## config.mk

```make
export PLATFORM = sky130hd
export DESIGN_NAME = secded_dec_pipe
export DESIGN_NICKNAME = d
export VERILOG_FILES = /design/src/rtl/secded_pkg.sv /design/src/rtl/secded_sat_cnt.sv /design/src/rtl/secded_dec_pipe.sv
export SDC_FILE = /design/constraint.sdc
export NUM_CORES = 1
export LEC_CHECK = 0
export BUFFER_PORTS_ARGS = -buffer_cell sky130_fd_sc_hd__clkbuf_2
export CAP_MARGIN = 30
export CORE_MARGIN = 2
export CORE_UTILIZATION = 48
export CTS_CLUSTER_DIAMETER = 100
export CTS_CLUSTER_SIZE = 12
export DETAILED_ROUTE_END_ITERATION = 6
export PLACE_DENSITY = 0.81
export SKIP_CTS_REPAIR_TIMING = 1
export SLEW_MARGIN = 20
export SYNTH_ARGS = -nofsm -noshare
export SYNTH_HDL_FRONTEND = slang
export SYNTH_SLANG_ARGS = --single-unit
export TNS_END_PERCENT = 30
```

## constraint.sdc

```tcl
create_clock -name clk -period 3.6 [get_ports clk]
set_input_delay 0 -clock clk [delete_from_list [all_inputs] [get_ports clk]]
set_output_delay 0 -clock clk [all_outputs]
set_load 0.01 [all_outputs]
```

## src/rtl/secded_pkg.sv

```systemverilog
// Shared SECDED definitions: check-width derivation, Hamming positions, write-path encoder.
package secded_pkg;

    typedef enum logic [1:0] {CLEAN, CE_DATA, CE_CHK, UE} err_class_e;

    localparam int MAX_DATA_W = 64;
    localparam int MAX_CHK_W  = 8;

    // r+1, where r is the smallest value with 2^r >= data_w + r + 1
    function automatic int chk_w(input int data_w);
        int r;
        r = 1;
        while ((1 << r) < data_w + r + 1) r++;
        return r + 1;
    endfunction

    // j-th integer >= 3 that is not a power of two
    function automatic int hpos(input int j);
        int k;
        int res;
        k   = 0;
        res = 0;
        for (int p = 3; p < 128; p++) begin
            if ((p & (p - 1)) != 0) begin
                if (k == j && res == 0) res = p;
                k++;
            end
        end
        return res;
    endfunction

    // Check bits for the low data_w bits of data; bits above chk_w(data_w)-1 are zero.
    // The Hamming check vector is the XOR of the positions of all set data bits.
    function automatic logic [MAX_CHK_W-1:0] encode(input logic [MAX_DATA_W-1:0] data,
                                                    input int data_w);
        logic [MAX_CHK_W-1:0] chk;
        logic                 par;
        int                   cw;
        int                   hp;
        chk = '0;
        par = 1'b0;
        cw  = chk_w(data_w);
        for (int j = 0; j < MAX_DATA_W; j++) begin
            if (j < data_w && data[6'(j)]) begin
                hp  = hpos(j);
                chk = chk ^ MAX_CHK_W'(hp);
                par = ~par;
            end
        end
        chk[3'(cw - 1)] = par ^ (^chk);
        return chk;
    endfunction

endpackage

```

## src/rtl/secded_sat_cnt.sv

```systemverilog
// Saturating event counter; a clear coinciding with an increment leaves the count at 1.
module secded_sat_cnt #(
    parameter int W = 16
) (
    input  logic         clk,
    input  logic         rst_n,
    input  logic         clr,
    input  logic         inc,
    output logic [W-1:0] cnt
);

    always_ff @(posedge clk or negedge rst_n) begin
        if (!rst_n) begin
            cnt <= '0;
        end else if (clr) begin
            cnt <= inc ? W'(1) : '0;
        end else if (inc && cnt != '1) begin
            cnt <= cnt + W'(1);
        end
    end

endmodule

```

## src/rtl/secded_dec_pipe.sv

```systemverilog
// Two-stage pipelined SECDED decoder with valid/ready flow control, error counters and first-error log.
// Optional ECC_ERR_INJECT_EN adds inj_mask, XORed into accepted codewords ahead of stage 1.
module secded_dec_pipe
    import secded_pkg::*;
#(
    parameter int  DATA_W  = 32,
    parameter int  TAG_W   = 16,
    parameter int  COUNT_W = 16,
    localparam int CHK_W   = chk_w(DATA_W)
) (
    input  logic                    clk,
    input  logic                    rst_n,
    input  logic                    in_valid,
    output logic                    in_ready,
    input  logic [DATA_W+CHK_W-1:0] in_code,
`ifdef ECC_ERR_INJECT_EN
    input  logic [DATA_W+CHK_W-1:0] inj_mask,
`endif
    input  logic [TAG_W-1:0]        in_tag,
    output logic                    out_valid,
    input  logic                    out_ready,
    output logic [DATA_W-1:0]       out_data,
    output logic [TAG_W-1:0]        out_tag,
    output logic                    out_ce,
    output logic                    out_ue,
    output logic [COUNT_W-1:0]      ce_cnt,
    output logic [COUNT_W-1:0]      ue_cnt,
    output logic                    log_valid,
    output logic [CHK_W-1:0]        log_syn,
    output logic [TAG_W-1:0]        log_tag,
    input  logic                    stat_clr
);

    localparam int SYN_W    = CHK_W - 1;
    localparam int CODE_W   = DATA_W + CHK_W;
    localparam int HPOS_MAX = hpos(DATA_W - 1);

    logic [CODE_W-1:0] code_c;
    logic [SYN_W-1:0]  syn_c;
    logic              par_c;
    logic [DATA_W-1:0] col_mask [SYN_W];
    logic [DATA_W-1:0] hit;

    logic              vld_p1;
    logic [SYN_W-1:0]  syn_p1;
    logic              par_p1;
    logic [DATA_W-1:0] data_p1;
    logic [TAG_W-1:0]  tag_p1;

    logic              vld_p2;
    logic [CHK_W-1:0]  syn_p2;

    logic              s1_adv;
    logic              s2_adv;
    err_class_e        cls_c;
    logic [DATA_W-1:0] fix_c;
    logic              out_hs;
    logic              ce_ev;
    logic              ue_ev;
    logic              err_ev;

`ifdef ECC_ERR_INJECT_EN
    assign code_c = in_code ^ inj_mask;
`else
    assign code_c = in_code;
`endif

    // Per data bit: its Hamming position drives both the syndrome columns and the correction match.
    for (genvar j = 0; j < DATA_W; j++) begin : g_pos
        localparam int HP = hpos(j);
        assign hit[j] = (syn_p1 == SYN_W'(HP));
        for (genvar i = 0; i < SYN_W; i++) begin : g_bit
            assign col_mask[i][j] = HP[i];
        end
    end

    for (genvar i = 0; i < SYN_W; i++) begin : g_syn
        assign syn_c[i] = code_c[DATA_W+i] ^ (^(code_c[DATA_W-1:0] & col_mask[i]));
    end
    assign par_c = ^code_c;

    assign s2_adv    = !vld_p2 || out_ready;
    assign s1_adv    = !vld_p1 || s2_adv;
    assign in_ready  = s1_adv;
    assign out_valid = vld_p2;

    // ---- stage 1: syndrome, overall parity, raw data, tag ----
    always_ff @(posedge clk or negedge rst_n) begin
        if (!rst_n) begin
            vld_p1  <= 1'b0;
            syn_p1  <= '0;
            par_p1  <= 1'b0;
            data_p1 <= '0;
            tag_p1  <= '0;
        end else if (s1_adv) begin
            vld_p1 <= in_valid;
            if (in_valid) begin
                syn_p1  <= syn_c;
                par_p1  <= par_c;
                data_p1 <= code_c[DATA_W-1:0];
                tag_p1  <= in_tag;
            end
        end
    end

    always_comb begin
        cls_c = CLEAN;
        if (par_p1) begin
            if ((syn_p1 & (syn_p1 - SYN_W'(1))) == '0) begin
                cls_c = CE_CHK;
            end else if (syn_p1 > SYN_W'(HPOS_MAX)) begin
                cls_c = UE;
            end else begin
                cls_c = CE_DATA;
            end
        end else if (syn_p1 != '0) begin
            cls_c = UE;
        end
    end

    assign fix_c = (cls_c == CE_DATA) ? (data_p1 ^ hit) : data_p1;

    // ---- stage 2: classified and corrected result, held while stalled ----
    always_ff @(posedge clk or negedge rst_n) begin
        if (!rst_n) begin
            vld_p2   <= 1'b0;
            out_data <= '0;
            out_tag  <= '0;
            out_ce   <= 1'b0;
            out_ue   <= 1'b0;
            syn_p2   <= '0;
        end else if (s2_adv) begin
            vld_p2 <= vld_p1;
            out_ce <= vld_p1 && (cls_c == CE_DATA || cls_c == CE_CHK);
            out_ue <= vld_p1 && (cls_c == UE);
            if (vld_p1) begin
                out_data <= fix_c;
                out_tag  <= tag_p1;
                syn_p2   <= {par_p1, syn_p1};
            end
        end
    end

    assign out_hs = vld_p2 && out_ready;
    assign ce_ev  = out_hs && out_ce;
    assign ue_ev  = out_hs && out_ue;
    assign err_ev = ce_ev || ue_ev;

    secded_sat_cnt #(.W(COUNT_W)) u_ce_cnt (
        .clk   (clk),
        .rst_n (rst_n),
        .clr   (stat_clr),
        .inc   (ce_ev),
        .cnt   (ce_cnt)
    );

    secded_sat_cnt #(.W(COUNT_W)) u_ue_cnt (
        .clk   (clk),
        .rst_n (rst_n),
        .clr   (stat_clr),
        .inc   (ue_ev),
        .cnt   (ue_cnt)
    );

    // A clear re-arms the log, so an error in the same cycle becomes the new first error.
    always_ff @(posedge clk or negedge rst_n) begin
        if (!rst_n) begin
            log_valid <= 1'b0;
            log_syn   <= '0;
            log_tag   <= '0;
        end else if (err_ev && (stat_clr || !log_valid)) begin
            log_valid <= 1'b1;
            log_syn   <= syn_p2;
            log_tag   <= out_tag;
        end else if (stat_clr) begin
            log_valid <= 1'b0;
            log_syn   <= '0;
            log_tag   <= '0;
        end
    end

endmodule

```

==> qor.yml <==
syn_area_per_cell_um2: 11.2
gp_congestion: 0.853
fp-row-count: 47
slew_headroom_pct: 41.3
numPortBuffers: 167
arrival_ns: 3.33
rsz0062_at_grt: "false"
endpoint_kind: "register"
grt_overflow_total: 0
final_common_cell: "dfrtp_1"
antenna_found_initial: 0
clkTransAtPathRegs_ns: 0.06
synth_warnings: 0
syn_area_um2: 8260
finalClockSkew_ns: 0.0128
startpoint_type: "register"
drtAntennaViolNets: 0
syn_inst: 739
cpMaxStageDelayCell: "dfrtp_1"
die_y_um: 135
reg2regPathDepth: 10
reg2reg_setup_slack_ns: 0.56
yosysSeqAreaShare_pct: 51.5
ctsRootBufferMaster: "clkbuf_16"
leakagePower_uw: 0.00487
clkPwrFrac_pct: 31.6
path_max_fanout: 11
final_cell_mix: "dfrtp_1 (170), clkbuf_2 (166), nand2_1 (109)"
critPathKind: "register to register"
crit_top_cell: "nor2_1"
grt_pass1_vias: 5933
yosys_register_bits: 170
pwr-share-seq_pct: 41.1
core_area_um2: 16700
htree_levels: 4
p_sw_share_pct: 32.0
vias_per_cell: 5.44
setup_ws_ns: 0.560
nets: 1011
powerDensity_nw_per_um2: 620
cp_top_family: "simple AND/OR/NAND/NOR gates"
die_x_um: 135
wl_per_cell_um: 17.9
max_freq_ghz: 0.329
fin_crit_ns: 3.04
clk_latency_ns: 0.43
hold_path.class: "primary input to register"
pre_cts_slack_ns: 0.706
syn2layout_area_growth_pct: 27.1
numClockSinks: 170
drtIter0Drc: 483
tritoncts: "yes"
die-area_um2: 18300
vias: 6419
path_cells: "nor2_1 > nand2_1 > nor4_1 > a31o_2 > ha_1 > and3b_1 > nand3_1 > nor2_1 > xnor2_1 > o21ai_0"
cp.required_ns: 3.89
internal_power_uw: 4430
numCtsBuffers: 17
initial_core_util_pct: 49.5
peakVddDrop_uv: 424
hold_depth: 4
finalSetupViolCount: 0
fillers: 1294
diodes: 0
grt_usage_pct: 22.4
combPwrFrac_pct: 27.2
first_pass_iters: 5
ys_types: 45
timing.rr.end: "out_data[25]"
drv_cap: 0
layout-drive-gt1-share_pct: 30.9
final.setup.tns_ns: 0
worstMarginPinSlew_ns: 0.881
syn-num-nets: 803
route.detailed.drc: 0
timing_hold_violations_final: 0
holdPathEnd: "out_ce"
timing.rr.start: "syn_p1[3]"
min_from: "out_ready"
cts_max_path_buffers: 2
io_pins: 168
grt_max_degree: 94
path_buf_inv: 0
drt-total-wl_um: 21100
period_share_pct: 84.5
grt_pass1_wl_um: 31700
drv_slew: 0
power_switching_uw: 2080
dp_hpwl_um: 14000
status: "finished, final reports clean"
max_stage_delay_ns: 0.49
cell usage after synthesis, drive strengths merged:
cell	n	area share [%]
or2	4	0.30
ha	4	0.61
a211oi	3	0.27
a31o	2	0.21
and2	2	0.15
o211ai	25	2.3
and3	3	0.23
nor4bb	2	0.24
xnor2	67	7.5
dfrtp	170	51
xor3	2	0.58
a41oi	1	0.11
mux2	73	10
nand3	17	1.0
a21oi	5	0.30
nor2b	5	0.38
nor3b	4	0.36
and4	7	0.74
o22ai	1	0.076
a31oi	1	0.076
nand2b	6	0.45
nor4b	3	0.32
mux2i	2	0.24
or3	3	0.23
nand4	18	1.4
nor2	48	2.2
o31ai	1	0.091
nand2	110	5.0
buf	8	0.48
clkbuf	31	1.4
o21ba	1	0.12
inv	5	0.23
xor2	36	3.8
xnor3	13	3.6
o2111ai	1	0.11
a21o	1	0.091
o21ai	42	2.5
nor3	6	0.36
nor4	3	0.23
o21a	1	0.091
and3b	2	0.21
sequential cells by signal, summed over array words and instances (netlist names), 7 cells and up:
name	cells
data_p1	32
out_tag	16
tag_p1	16
u_ue_cnt.cnt	16
log_syn	7
u_ce_cnt.cnt	16
log_tag	16
out_data	32
syn_p2	7
tightest hold or removal path, stage by stage:
cell and delay [ns]:
clkbuf_2 0.14, nor2b_1 0.11, nand2_1 0.07, o21ai_0 0.07
layer usage:
layer,global-route usage (%),share of wire [%],up-vias
li1,-,-,2964
met1,30.9,41,3126
met2,36.1,49,275
met3,3.89,6.3,54
met4,7.93,2.9,0
met5,0,0,-
worst max-delay path by stage:
| stage | start | slack, ns | to | depth (start not counted) |
|---|---|---|---|---|
| floorplan | syn_p1[3] | 0.89 | out_data[7] | 11 |
| global placement | syn_p1[3] | 0.85 | out_data[25] | 10 |
| detailed placement | syn_p1[3] | 0.71 | out_data[25] | 10 |
| CTS | syn_p1[3] | 0.70 | out_data[25] | 10 |
| global route | syn_p1[3] | 0.27 | out_data[25] | 10 |
| finish | syn_p1[3] | 0.56 | out_data[25] | 10 |
cell type report:
cell class	count	area (um^2)	area share, %
multi-input cells	525	3840	36.5
clock buffers	20	437	4.16
flip-flops and latches	170	4250	40.5
well taps	220	275	2.62
clock inverters	11	218	2.07
repair buffers	228	1460	13.9
inverters	5	18.8	0.179
power by group through the flow:
stage                     sequential, uW  clock [uW]  combinational [uW]
after detailed placement            2700           0                1700
after CTS                           2660        2080                1720
after floorplan                     2650           0                1070
final                               2680        2060                1780
after global placement              2670           0                1670
after global routing                2730        2180                1930
through the flow:
step | cell area, um^2 | power [uW] | hold WS, ns | instances | util [%]
after floorplan | 8260 | 3720 | -0.296 | 739 | -
after global placement | 9330 | 4340 | 0.151 | 1097 | 55.9
after detailed placement | 9330 | 4400 | 0.154 | 1097 | 55.9
after CTS | 9980 | 6460 | -0.296 | 1128 | 59.8
after global routing | 10500 | 6840 | 0.0752 | 1179 | 62.9
final | 10500 | 6520 | 0.0229 | 1179 | 62.9
cells by family after synthesis:
| kind of cell | synth area share [%] |
|---|---|
| simple gates | 13.8 |
| flops | 51.5 |
| xor+xnor | 15.4 |
| mux | 10.2 |
| buf+inv | 2.12 |
| fa+ha+maj | 0.606 |
| compound gates | 6.36 |
(Power assumes the default switching activity.)
